[src/rtl/sprite_blitter_if.sv]
// Draw-queue, sprite-memory and framebuffer signals of the sprite blitter.
// master = blitter side, slave = command driver / memories side.
interface sprite_blitter_if #(
  parameter int ID_BITS     = 3,
  parameter int SPRITE_LOG2 = 5,
  parameter int FB_ADDR_W   = 17
);
  logic                               is_empty;
  logic                               dequeue;
  logic [7:0]                         sprite_id;
  logic [15:0]                        sprite_x;
  logic [15:0]                        sprite_y;
  logic [7:0]                         sprite_scale;
  logic                               sprite_r_en;
  logic [ID_BITS+2*SPRITE_LOG2-1:0]   sprite_r_addr;
  logic [3:0]                         sprite_r_data;
  logic                               fb_we;
  logic [FB_ADDR_W-1:0]               fb_addr;
  logic [3:0]                         fb_data;
  logic                               fb_ready;
  logic                               busy;
  logic                               blit_done;

  modport master (
    input  is_empty, sprite_id, sprite_x, sprite_y, sprite_scale,
    input  sprite_r_data, fb_ready,
    output dequeue, sprite_r_en, sprite_r_addr,
    output fb_we, fb_addr, fb_data, busy, blit_done
  );

  modport slave (
    output is_empty, sprite_id, sprite_x, sprite_y, sprite_scale,
    output sprite_r_data, fb_ready,
    input  dequeue, sprite_r_en, sprite_r_addr,
    input  fb_we, fb_addr, fb_data, busy, blit_done
  );
endinterface

[src/rtl/sprite_blitter.sv]
// Pops draw commands and writes scaled, clipped, colour-keyed sprite pixels to the framebuffer.
// Three cycles per destination pixel; a writable pixel holds fb_we/fb_addr/fb_data until fb_ready.
module sprite_blitter #(
  parameter int ID_BITS     = 3,
  parameter int SPRITE_LOG2 = 5,
  parameter int MAX_SCALE   = 4,
  parameter int FB_W        = 320,
  parameter int FB_H        = 240,
  parameter int FB_ADDR_W   = 17
) (
  input  logic          sys_clock,
  input  logic          reset_n,
  sprite_blitter_if.master bus
);

  localparam int SW = $clog2(MAX_SCALE + 1);
  localparam int DW = SPRITE_LOG2 + SW;
  localparam int AW = ID_BITS + 2 * SPRITE_LOG2;
  localparam logic [16:0] FB_W17 = 17'(FB_W);
  localparam logic [16:0] FB_H17 = 17'(FB_H);

  typedef enum logic [2:0] {IDLE, POP, ISSUE, CAPTURE, WRITE, DONE} state_t;

  state_t                  state;
  logic [ID_BITS-1:0]      id;
  logic [15:0]             x0;
  logic [15:0]             y0;
  logic [SW-1:0]           s;
  logic [DW-1:0]           dx, dy;
  logic [SW-1:0]           subx, suby;
  logic [SPRITE_LOG2-1:0]  col, row;

  logic                    deq;
  logic                    rd_en;
  logic [AW-1:0]           rd_addr;
  logic                    we;
  logic [FB_ADDR_W-1:0]    addr;
  logic [3:0]              data;
  logic                    busy_q;
  logic                    done_p;

  logic [SW-1:0]           s_in;
  logic [DW-1:0]           last;
  logic [16:0]             cur_x, cur_y, y_next;
  logic                    writable;
  logic [FB_ADDR_W-1:0]    lin_addr;
  logic [DW-1:0]           dx_n, dy_n;
  logic [SW-1:0]           subx_n, suby_n;
  logic [SPRITE_LOG2-1:0]  col_n, row_n;
  logic                    row_end, last_pix, early;
  logic                    unused_id_bits;

  assign unused_id_bits = ^bus.sprite_id[7:ID_BITS];

  always_comb begin
    s_in = bus.sprite_scale[SW-1:0];
    if (bus.sprite_scale == 8'd0)
      s_in = SW'(1);
    else if (bus.sprite_scale > 8'(MAX_SCALE))
      s_in = SW'(MAX_SCALE);
  end

  assign last     = (DW'(s) << SPRITE_LOG2) - DW'(1);
  assign cur_x    = {1'b0, x0} + 17'(dx);
  assign cur_y    = {1'b0, y0} + 17'(dy);
  assign writable = (bus.sprite_r_data != 4'd0) && (cur_x < FB_W17) && (cur_y < FB_H17);
  assign lin_addr = FB_ADDR_W'(cur_y * FB_W17 + cur_x);

  // Sub-counters divide the destination offsets by the scale without a divider.
  always_comb begin
    dx_n   = dx + DW'(1);
    subx_n = subx + SW'(1);
    col_n  = col;
    dy_n   = dy;
    suby_n = suby;
    row_n  = row;
    if (subx == s - SW'(1)) begin
      subx_n = '0;
      col_n  = col + SPRITE_LOG2'(1);
    end
    if (row_end) begin
      dx_n   = '0;
      subx_n = '0;
      col_n  = '0;
      dy_n   = dy + DW'(1);
      suby_n = suby + SW'(1);
      if (suby == s - SW'(1)) begin
        suby_n = '0;
        row_n  = row + SPRITE_LOG2'(1);
      end
    end
  end

  assign row_end  = (dx == last);
  assign last_pix = row_end && (dy == last);
  assign y_next   = {1'b0, y0} + 17'(dy_n);
  assign early    = row_end && (y_next >= FB_H17);

  always_ff @(posedge sys_clock or negedge reset_n) begin
    if (!reset_n) begin
      state   <= IDLE;
      id      <= '0;
      x0      <= '0;
      y0      <= '0;
      s       <= '0;
      dx      <= '0;
      dy      <= '0;
      subx    <= '0;
      suby    <= '0;
      col     <= '0;
      row     <= '0;
      deq     <= 1'b0;
      rd_en   <= 1'b0;
      rd_addr <= '0;
      we      <= 1'b0;
      addr    <= '0;
      data    <= '0;
      busy_q  <= 1'b0;
      done_p  <= 1'b0;
    end else begin
      deq    <= 1'b0;
      rd_en  <= 1'b0;
      done_p <= 1'b0;
      case (state)
        IDLE: begin
          if (!bus.is_empty) begin
            deq   <= 1'b1;
            id    <= bus.sprite_id[ID_BITS-1:0];
            x0    <= bus.sprite_x;
            y0    <= bus.sprite_y;
            s     <= s_in;
            state <= POP;
          end
        end
        POP: begin
          busy_q  <= 1'b1;
          dx      <= '0;
          dy      <= '0;
          subx    <= '0;
          suby    <= '0;
          col     <= '0;
          row     <= '0;
          rd_en   <= 1'b1;
          rd_addr <= {id, {(2*SPRITE_LOG2){1'b0}}};
          state   <= ISSUE;
        end
        ISSUE: state <= CAPTURE;
        CAPTURE: begin
          we <= writable;
          // Address/data only move for real writes so the bus never shows off-screen addresses.
          if (writable) begin
            addr <= lin_addr;
            data <= bus.sprite_r_data;
          end
          state <= WRITE;
        end
        WRITE: begin
          if (!we || bus.fb_ready) begin
            we <= 1'b0;
            if (last_pix || early) begin
              state <= DONE;
            end else begin
              dx      <= dx_n;
              dy      <= dy_n;
              subx    <= subx_n;
              suby    <= suby_n;
              col     <= col_n;
              row     <= row_n;
              rd_en   <= 1'b1;
              rd_addr <= {id, row_n, col_n};
              state   <= ISSUE;
            end
          end
        end
        DONE: begin
          done_p <= 1'b1;
          busy_q <= 1'b0;
          state  <= IDLE;
        end
        default: state <= IDLE;
      endcase
    end
  end

  assign bus.dequeue       = deq;
  assign bus.sprite_r_en   = rd_en;
  assign bus.sprite_r_addr = rd_addr;
  assign bus.fb_we         = we;
  assign bus.fb_addr       = addr;
  assign bus.fb_data       = data;
  assign bus.busy          = busy_q;
  assign bus.blit_done     = done_p;

endmodule

[src/flat_wrapper.sv]
// flat-port wrapper written by rule: the top's interface ports become plain ports
module sprite_blitter_flat 
#(
  parameter int ID_BITS     = 3,
  parameter int SPRITE_LOG2 = 5,
  parameter int MAX_SCALE   = 4,
  parameter int FB_W        = 320,
  parameter int FB_H        = 240,
  parameter int FB_ADDR_W   = 17
)
  (sys_clock, reset_n, bus_is_empty, bus_sprite_id, bus_sprite_x, bus_sprite_y, bus_sprite_scale, bus_sprite_r_data, bus_fb_ready, bus_dequeue, bus_sprite_r_en, bus_sprite_r_addr, bus_fb_we, bus_fb_addr, bus_fb_data, bus_busy, bus_blit_done);
  sprite_blitter_if #(.ID_BITS(ID_BITS), .SPRITE_LOG2(SPRITE_LOG2), .FB_ADDR_W(FB_ADDR_W)) bus_i ();
  input  logic sys_clock;
  input  logic reset_n;
  input wire logic [$bits(bus_i.is_empty)-1:0] bus_is_empty;
  input wire logic [$bits(bus_i.sprite_id)-1:0] bus_sprite_id;
  input wire logic [$bits(bus_i.sprite_x)-1:0] bus_sprite_x;
  input wire logic [$bits(bus_i.sprite_y)-1:0] bus_sprite_y;
  input wire logic [$bits(bus_i.sprite_scale)-1:0] bus_sprite_scale;
  input wire logic [$bits(bus_i.sprite_r_data)-1:0] bus_sprite_r_data;
  input wire logic [$bits(bus_i.fb_ready)-1:0] bus_fb_ready;
  output wire logic [$bits(bus_i.dequeue)-1:0] bus_dequeue;
  output wire logic [$bits(bus_i.sprite_r_en)-1:0] bus_sprite_r_en;
  output wire logic [$bits(bus_i.sprite_r_addr)-1:0] bus_sprite_r_addr;
  output wire logic [$bits(bus_i.fb_we)-1:0] bus_fb_we;
  output wire logic [$bits(bus_i.fb_addr)-1:0] bus_fb_addr;
  output wire logic [$bits(bus_i.fb_data)-1:0] bus_fb_data;
  output wire logic [$bits(bus_i.busy)-1:0] bus_busy;
  output wire logic [$bits(bus_i.blit_done)-1:0] bus_blit_done;
  assign bus_i.is_empty = bus_is_empty;
  assign bus_i.sprite_id = bus_sprite_id;
  assign bus_i.sprite_x = bus_sprite_x;
  assign bus_i.sprite_y = bus_sprite_y;
  assign bus_i.sprite_scale = bus_sprite_scale;
  assign bus_i.sprite_r_data = bus_sprite_r_data;
  assign bus_i.fb_ready = bus_fb_ready;
  assign bus_dequeue = bus_i.dequeue;
  assign bus_sprite_r_en = bus_i.sprite_r_en;
  assign bus_sprite_r_addr = bus_i.sprite_r_addr;
  assign bus_fb_we = bus_i.fb_we;
  assign bus_fb_addr = bus_i.fb_addr;
  assign bus_fb_data = bus_i.fb_data;
  assign bus_busy = bus_i.busy;
  assign bus_blit_done = bus_i.blit_done;
  sprite_blitter #(.ID_BITS(ID_BITS), .SPRITE_LOG2(SPRITE_LOG2), .MAX_SCALE(MAX_SCALE), .FB_W(FB_W), .FB_H(FB_H), .FB_ADDR_W(FB_ADDR_W)) u_core (.sys_clock(sys_clock), .reset_n(reset_n), .bus(bus_i));
endmodule
[config.mk]
export PLATFORM = sky130hd
export DESIGN_NAME = sprite_blitter_flat
export DESIGN_NICKNAME = d
export VERILOG_FILES = /design/src/rtl/sprite_blitter_if.sv /design/src/rtl/sprite_blitter.sv /design/src/flat_wrapper.sv
export SDC_FILE = /design/constraint.sdc
export NUM_CORES = 1
export LEC_CHECK = 0
export ABC_AREA = 1
export CAP_MARGIN = 20
export CORE_ASPECT_RATIO = 1.25
export CORE_MARGIN = 5
export CORE_UTILIZATION = 40
export CTS_BUF_LIST = sky130_fd_sc_hd__clkbuf_16
export DETAILED_ROUTE_END_ITERATION = 8
export MAX_ROUTING_LAYER = met4
export SLEW_MARGIN = 10
export SYNTH_ARGS = -nofsm -noshare
export SYNTH_HDL_FRONTEND = slang
export SYNTH_SLANG_ARGS = --single-unit
[constraint.sdc]
create_clock -name sys_clock -period 4.5 [get_ports sys_clock]
set_clock_uncertainty 0.05 [all_clocks]
set_input_delay 0.9 -clock sys_clock [delete_from_list [all_inputs] [get_ports sys_clock]]
set_output_delay 0.9 -clock sys_clock [all_outputs]
set_load 0.05 [all_outputs]
# Word-level counts from Yosys, hierarchy flattened
# Cells that the tools add are included.
dict set report word_totals {
  elab_cells 115
  ff_bits 112
  out_inout_bits 39
  in_bits 56
}
dict set report classes {
  eq_ne 13
  multipliers 1
  bitwise 1
  n_reduce_logical 19
  n_addsub 12
  mux 46
  magnitude_cmp 4
}
# op n
set op_table {}
lappend op_table {{$add 16x8->17} 3}
lappend op_table {{$mux 8} 6}
lappend op_table {{$mux 5} 8}
lappend op_table {{$mux 3} 13}
lappend op_table {{$pmux 8 s2} 2}
lappend op_table {{$mux 13} 2}
lappend op_table {{$pmux 13 s2} 1}
lappend op_table {{$pmux 5 s2} 2}
lappend op_table {{$add 17x17->17} 1}
lappend op_table {{$ge 17x8->1 const B} 1}
lappend op_table {{$lt 17x8->1 const B} 1}
lappend op_table {{$lt 17x9->1 const B} 1}
lappend op_table {{$mul 17x3->11 const B} 1}
lappend op_table {{$add 8x1->8 const B} 2}
lappend op_table {{$eq 8x8->1} 2}
lappend op_table {{$pmux 3 s5} 1}
lappend op_table {{$pmux 3 s2} 2}
lappend op_table {{$add 5x1->5 const B} 2}
lappend op_table {{$gt 8x3->1 const B} 1}
lappend op_table {{$logic_not 8->1} 1}
lappend op_table {{$reduce_and 2->1} 4}
lappend op_table {{$sub 8x1->8 const B} 1}
lappend op_table {{$add 3x1->3 const B} 2}
lappend op_table {{$eq 3x2->1 const B} 2}
lappend op_table {{other kinds (17)} 34}

# Logic depth before layout (Yosys ltp)
# Gate-level depths: netlist of run 1.
dict set report depth {
  word_depth 10
  ltp_mapped 30
  mapped_depth_nobuf 29
}

# Least setup slack after synthesis of run 1
# No wires, ideal clock.
dict set report synth_timing {
  kind {flip-flop to flip-flop}
  start {register u_core.dy[0]}
  end {register u_core.addr[16], in the netlist u_core.bus.fb_addr[16]}
  t_arrival_ns 4.009
  t_required_ns 4.379
  path_slack_ns 0.370
  path_stages_with_launch 22
  period_less_slack_ns 4.130
  path_buffers 0
  setup_time_ns 0.071
  path_cell_list {dfrtp_1 -> ha_1 -> fa_1 -> nand3_1 -> nand3_1 -> a21boi_1 -> xnor2_1 -> ha_1 -> ha_1 -> nand2_1 -> o21ai_0 -> xor2_1 -> inv_1 -> ha_1 -> inv_1 -> nor4_1 -> nand2_1 -> o211a_1 -> nand3b_1 -> nand2_1 -> nor2_1 -> nor2_1}
}
dict set report synth_between {
  elab_chain_cells 4
  word_cells_on_any_way 6
  cone_classes {2 x add/sub; 1 x mul; 1 x order compare; 2 x reduce/logical}
}
# item line_no
set synth_lines {}
lappend synth_lines {{start, declared} sprite_blitter.sv:29} ;# logic [DW-1:0] dx, dy;
lappend synth_lines {{start signal, assigned} sprite_blitter.sv:164} ;# dy <= dy_n;
lappend synth_lines {{$add 16x8->17 *} sprite_blitter.sv:65} ;# assign cur_y = {1'b0, y0} + 17'(dy);
lappend synth_lines {{branches (longest 3 deep; another with $mul 17x3->11)} -}
lappend synth_lines {{end signal, assigned} sprite_blitter.sv:152} ;# addr <= lin_addr;
lappend synth_lines {{end, declared} sprite_blitter.sv:37} ;# logic [FB_ADDR_W-1:0] addr;
# Mark *: on every way between the ends.
# A chain may end at the register's enable or synchronous reset.

# Final worst setup path of run 1
dict set report layout_timing {
  start {register u_core.y0[0]}
  end {register u_core.addr[16], in the netlist u_core.bus.fb_addr[16]}
}
dict set report layout_between {
  elab_chain_cells 4
  word_cells_on_any_way 6
  cone_classes {2 x add/sub; 1 x mul; 1 x order compare; 2 x reduce/logical}
}
# item line_no
set layout_lines {}
lappend layout_lines {{start, declared} sprite_blitter.sv:27} ;# logic [15:0] y0;
lappend layout_lines {{start signal, assigned} sprite_blitter.sv:130} ;# y0 <= bus.sprite_y;
lappend layout_lines {{$add 16x8->17 *} sprite_blitter.sv:65}
lappend layout_lines {{branches (longest 3 deep; another with $mul 17x3->11)} -}
# Marked as above.

==> metrics.txt, run 1 <==
outcome completed; fin. max-slew vios 0; DP Worst Slack -0.0183 ns; DIE HEIGHT between 150 and 200 um; Period minus WS final 4.21 ns; io pins 95; Gate power share 0.611; clk_lat worst skew 0.36 ns; Core ar. 19500 um2; GRT overflow 0; CTS tree built; Final Hold Vio Count 0; vias per cell slightly below 5; worst vdd ir 0.000397 V; synth unique cells between 50 and 60; Inserted Clock Buffers 9; n_diodes 0; vias in the first global route approximately 7.5k; clk sinks 102; # H-tree levels 3; P_int roughly 2.8 mW; Routed WL per cell ~14 um; Tot GR Track Use 0.198; Main synth FF type dfrtp_1; # rows 57; Seq pwr share 0.243; largest net degree at the start of global routing 56; # nets final 1375; Avg Synthesized Cell Area between 6 and 7 um2; setup TNS 0 ns; initial core utilization 0.407; Remaining DRCs 0; CP arrival 4.45 ns; Layout area overhead 22.4%; full die area around 23000 um2; Sw Ratio 0.492; TritonRoute pass-1 iters 4; Startpoint Class flip-flop; DP HPWL 16500 um; Final Worst Setup Slack 0.289 ns; worst r2r src u_core.y0[0]; hold_buf cts 0; Worst Setup SP u_core.y0[0]; relative slew slack 0.488; Initial DRC Count 435; fmax approximately 240 MHz; sequential element share of the synthesized area 0.322; layout cell share with drive strength beyond 1 0.0817; worst endpoint required time 4.74 ns; first-pass GRT wire length approximately 36000 um; Routed Antenna Nets 0; Syn. warnings 0; Min-Delay Path Class reg -> reg; Die X 136 um; Crit Path Class reg -> reg; CTS Buffer Depth 2; GP Congestion 0.863; max-cap violation count 0; # setup viols final 0; Crit. End Element flip-flop; measured slew at the worst slew-check pin approximately 0.77 ns; hold wc startpoint u_core.id[1]; via count 7516; Syn Std Cell Area between 7000 and 8000 um2; EDFF count, synth 0; Total Wirelength 21200 um; Root Driver clkbuf_16; static leakage 4.96 nW; fin crit share 0.936; Syn Nets 1267; initial antenna violation count 0; Synth async-reset ratio 1.00; Clk network pwr share 0.145; Post-Synthesis Cells 1148; total net switching power 2.75 mW; Port Buffers 89; flops & latches, synth between 100 and 150; worst-path maximum fanout 4; clock slew at reported path FFs 0.08 ns; power per cell area roughly 580 nW/um2
[layer usage]
metal  part of all wire  global-route usage
met2               0.50               0.335
met4              0.016              0.0482
met3              0.030              0.0237
met1               0.46               0.252
met5                  0                   -
[cell families (layout without fill, tap and decap cells)]
kind of cell | after synthesis | count (layout) | share of synthesized area
flip-flops | 102 | 102 | 0.322
AO/OA/AOI/OAI | 104 | 104 | 0.0742
XOR/XNOR | 51 | 51 | 0.0573
adder cells (fa/ha/maj) | 63 | 63 | 0.104
buffers and inverters | 181 | 294 | 0.0928
AND/OR/NAND/NOR | 647 | 647 | 0.349
[path summary, 6_finish.rpt]
kind / end / slack (ns) / cells after the start
worst min-delay path: u_core.id[1] / 0.43 / 2
worst max-delay path: u_core.bus.fb_addr[16] / 0.29 / 24
worst min register to register: u_core.id[1] / 0.43 / 2
min in group asynchronous: u_core.bus.sprite_r_addr[3] / 0.51 / 1
max in group asynchronous: u_core.bus.fb_addr[15] / 3.15 / 2
worst max register to register: u_core.bus.fb_addr[16] / 0.29 / 24
[critical path, cell delays in order, from the launching register on]
cell	delay (ns)
dfrtp_1	0.42
ha_2	0.21
fa_2	0.35
nand3_1	0.09
nand3_2	0.12
xor2_2	0.22
inv_1	0.08
buf_4	0.14
ha_1	0.31
ha_4	0.30
nand2_1	0.07
o21ai_2	0.17
nand2_1	0.07
nand2_1	0.05
a21oi_1	0.06
xnor2_1	0.13
ha_1	0.29
inv_1	0.07
nor4_2	0.25
nand2_1	0.08
o211a_1	0.25
nand3b_1	0.16
nand2_1	0.06
nor2_1	0.04
nor2_1	0.11
[synth_stat cells (all sizes together) (8+ instances only)]
library cell,n,area share
nor2,85,0.043
xor2,32,0.036
ha,58,0.092
inv,158,0.075
buf,12,0.013
o21ai,47,0.030
clkbuf,9,0.0043
nand2,395,0.19
nor3,21,0.015
nand4,16,0.013
a21oi,32,0.020
o22ai,8,0.0063
dfrtp,102,0.32
nand3,114,0.074
xnor2,19,0.021
[layout by cell type (no fill, tap or decap), types with 3 or more instances in the layout]
cell type	Yosys	layout
nor2_1	81	80
nand3_1	112	111
nor4_1	7	6
ha_1	58	51
xor2_1	31	30
a21oi_1	32	30
nand2_1	384	382
xnor2_1	19	19
o22ai_1	8	8
nor3_2	3	5
inv_2	6	7
ha_4	0	5
inv_1	152	150
nand4_1	16	16
clkbuf_16	0	9
o21ai_0	44	42
nor2_4	2	3
clkinvlp_4	0	3
dfrtp_1	102	100
fa_1	5	3
nor3_1	18	16
clkdlybuf4s50_1	0	88
a21boi_2	2	3
nand2_2	10	12
buf_4	1	29
[metrics by stage]
| step | hold slack [ns] | instances | util | area, um2 | power, mW |
|---|---|---|---|---|---|
| finish | 0.425 | 1526 | 0.498 | 9700 | 5.58 |
| floorplan | 0.392 | 1148 | - | 7920 | 3.71 |
| global placement | 0.404 | 1509 | 0.475 | 9240 | 4.64 |
| global route | 0.445 | 1526 | 0.498 | 9700 | 6.16 |
| detailed placement | 0.408 | 1509 | 0.475 | 9240 | 4.65 |
| CTS | 0.429 | 1525 | 0.490 | 9550 | 5.49 |
[what timing repair did]
item | 4_1_cts | 5_1_grt
setup buffers | 0 | 1
setup endpoints to repair | 1 | 24
pin swaps | 0 | 3
resized for setup | 1 | 28
[state kept, by name, summed over array words and instances, names as in the netlist, 4 cells and up]
signal and count:
u_core.bus.fb_addr 17, u_core.bus.fb_data 4, u_core.bus.sprite_r_addr 13, u_core.dx 8
u_core.dy 8, u_core.x0 16, u_core.y0 16
[power groups by stage]
stage	sequential, mW	combinational (mW)	clock, mW
2_1_floorplan	1.37	2.34	0
5_1_grt	1.39	3.89	0.878
6_report	1.36	3.41	0.812
3_5_place_dp	1.37	3.28	0
3_3_place_gp	1.36	3.28	0
4_1_cts	1.35	3.30	0.839
[layout make-up]
cell class              instances  area (um2)
fillers                      1964        9770
multi-input cells             865        4780
flip-flops and latches        102        2550
repair buffers                118        1120
inverters                     160         604
well taps                     265         332
clock buffers                   9         225
clock inverters                 7        78.8
No activity file was read; power rests on OpenSTA's default activity.
==> run 2, diff against run 1 <==
--- a/config.mk
+++ b/config.mk
@@ -9,10 +9,11 @@
 export CAP_MARGIN = 20
 export CORE_ASPECT_RATIO = 1.25
 export CORE_MARGIN = 5
-export CORE_UTILIZATION = 40
+export CORE_UTILIZATION = 57
 export CTS_BUF_LIST = sky130_fd_sc_hd__clkbuf_16
 export DETAILED_ROUTE_END_ITERATION = 8
 export MAX_ROUTING_LAYER = met4
+export PLACE_DENSITY = 0.81
 export SLEW_MARGIN = 10
 export SYNTH_ARGS = -nofsm -noshare
 export SYNTH_HDL_FRONTEND = slang
==> metrics.txt, run 2 (synthesis gave the netlist of run 1 again) <==
# nets final 1376 (was 1375); static leakage 4.98 nW (was 4.96 nW); Min-Delay Path Class in -> async (was reg -> reg); full die area 16400 um2 (was 22700 um2); CP arrival 4.44 ns (was 4.45 ns); GP Congestion 0.983 (was 0.863); clock slew at reported path FFs 0.08 ns (about the same); layout cell share with drive strength beyond 1 0.0840 (was 0.0817); Period minus WS final 4.19 ns (was 4.21 ns); critical path's top delay family adder cells (unchanged); GRT overflow 0 (unchanged); Port Buffers 89 (unchanged); vias in the first global route 7502 (was 7495); fillers 1171 (was 1964); Crit Path Class reg -> reg (unchanged); Remaining DRCs 0 (unchanged); Routed Antenna Nets 0 (unchanged); CTS tree built (unchanged); commonest cells after routing, fill and taps aside nand2_1, inv_1, nand3_1, dfrtp_1, clkdlybuf4s50_1 (unchanged); largest net degree at the start of global routing 56 (unchanged); DP HPWL 15900 um (was 16500 um); io pins 95 (unchanged); Layout area overhead 21.2% (was 22.4%); most common cell after layout, fill and taps aside nand2_1 (unchanged); footprint of the multi-input gates 4790 um2 (was 4780 um2); Critical Path, Cell by Cell ha_2 > fa_2 > nand3_1 > nand3_2 > xor2_2 > inv_2 > buf_4 > ha_1 > ha_4 > nand2_1 > o21ai_2 > nand2_1 > nand2_1 > a21oi_1 > xnor2_1 > ha_1 > inv_2 > nor4_4 > nand2_1 > o211a_1 > nand3b_1 > nand2_1 > nor2_1 > nor2_1 (was ha_2 > fa_2 > nand3_1 > nand3_2 > xor2_2 > inv_1 > buf_4 > ha_1 > ha_4 > nand2_1 > o21ai_2 > nand2_1 > nand2_1 > a21oi_1 > xnor2_1 > ha_1 > inv_1 > nor4_2 > nand2_1 > o211a_1 > nand3b_1 > nand2_1 > nor2_1 > nor2_1); Crit. End Element flip-flop (unchanged); slowest cell on the critical path dfrtp_1 (unchanged); Routed WL per cell 14.5 um (was 13.9 um); Die X 115 um (was 136 um); worst endpoint required time 4.75 ns (was 4.74 ns); TritonRoute pass-1 iters 5 (was 4); DIE HEIGHT 142 um (was 167 um); vias per cell 5.37 (was 4.93); hold_buf cts 0 (unchanged); Initial DRC Count 399 (was 435); Core ar. 13800 um2 (was 19500 um2); clk_lat worst skew 0.36 ns (about the same); Tot GR Track Use 0.267 (was 0.198); Inserted Clock Buffers 9 (unchanged); relative slew slack 0.509 (was 0.488); Final Hold Vio Count 0 (unchanged); initial antenna violation count 0 (unchanged); setup TNS 0 ns (unchanged); first-pass GRT wire length 34200 um (was 35800 um); Root Driver clkbuf_16 (unchanged); final core occ 0.699 (was 0.498); initial core utilization 0.576 (was 0.407); Tot Pwr 5.73 mW (was 5.58 mW); power per cell area 597 nW/um2 (was 576 nW/um2); via count 7715 (was 7516); worst-path maximum fanout 4 (unchanged); max FFs per register 17 (unchanged); n_diodes 0 (unchanged); CTS Buffer Depth 2 (unchanged); worst vdd ir 0.000540 V (was 0.000397 V); measured slew at the worst slew-check pin 0.735 ns (was 0.768 ns); fin crit share 0.931 (was 0.936); Buf/Inv on CP 3 (unchanged); hold_ws 0.428 ns (was 0.425 ns); CP most frequent cell nand2_1 (unchanged); clk sinks 102 (unchanged); CP peak stage delay 0.41 ns (was 0.42 ns); # setup viols final 0 (unchanged); Total Wirelength 20800 um (was 21200 um); outcome completed (unchanged); Startpoint Class flip-flop (unchanged); Reg area 2550 um2 (unchanged); max-cap violation count 0 (unchanged); # rows 48 (was 57); # H-tree levels 3 (unchanged); fin. max-slew vios 0 (unchanged); fmax 239 MHz (was 237 MHz)
run 2: repair_timing:
| action | 4_1_cts | 5_1_grt |
|---|---|---|
| buffers inserted | 0 | 2 |
| endpoints found under the setup margin | 1 | 33 |
| gates resized for setup | 1 | 28 |
| pin swaps | 0 | 10 |
run 2: worst paths after layout:
kind,start,endpoint,slack (ns),depth (start not counted)
hold reg to reg,u_core.id[1],u_core.id[1],0.43,2
setup / recovery,u_core.dy[0],u_core.bus.fb_addr[16],0.31,24
hold / removal,reset_n,u_core.y0[14],0.43,1
min in group sys_clock,u_core.id[1],u_core.id[1],0.43,2
max in group asynchronous,reset_n,u_core.x0[1],3.14,2
setup reg to reg,u_core.dy[0],u_core.bus.fb_addr[16],0.31,24
run 2: layout make-up:
class	instances	area share
tap	175	0.0228
multi-input combinational	865	0.499
timing repair buffer	119	0.116
clock buffer	9	0.0234
inverter	160	0.0625
sequential	102	0.266
clock inverter	7	0.0105
run 2: worst register-to-register path, delay by kind of cell (launching register included):
| kind | cells | cell delay, ns |
|---|---|---|
| flip-flops | 1 | 0.41 |
| buffers and inverters | 3 | 0.25 |
| XOR/XNOR | 2 | 0.36 |
| AND/OR/NAND/NOR | 11 | 1.07 |
| adder cells (fa/ha/maj) | 5 | 1.50 |
| AO/OA/AOI/OAI | 3 | 0.48 |
run 2: routing by layer:
metal  global-route usage  routed length [um]  up-vias
met2                0.442               10300      214
met1                0.330                8740     3547
met4                0.101                 702        0
li1                     -                   -     3892
met5                    -                   0        -
met3               0.0363                1090       62
run 2: per-stage QoR:
step / cells / area, um2 / worst slack, ns
floorplan: 1148 / 7920 / 0.370
CTS: 1435 / 9450 / 0.0452
finish: 1437 / 9610 / 0.312
global placement: 1419 / 9120 / 0.0788
global route: 1437 / 9610 / -0.0334
detailed placement: 1419 / 9120 / -0.00835
run 2: where the power goes:
group	switching [mW]	internal (mW)	total, mW
logic	2.17	1.34	3.50
registers	0.233	1.12	1.36
clock network	0.421	0.452	0.873
total	2.82	2.91	5.73
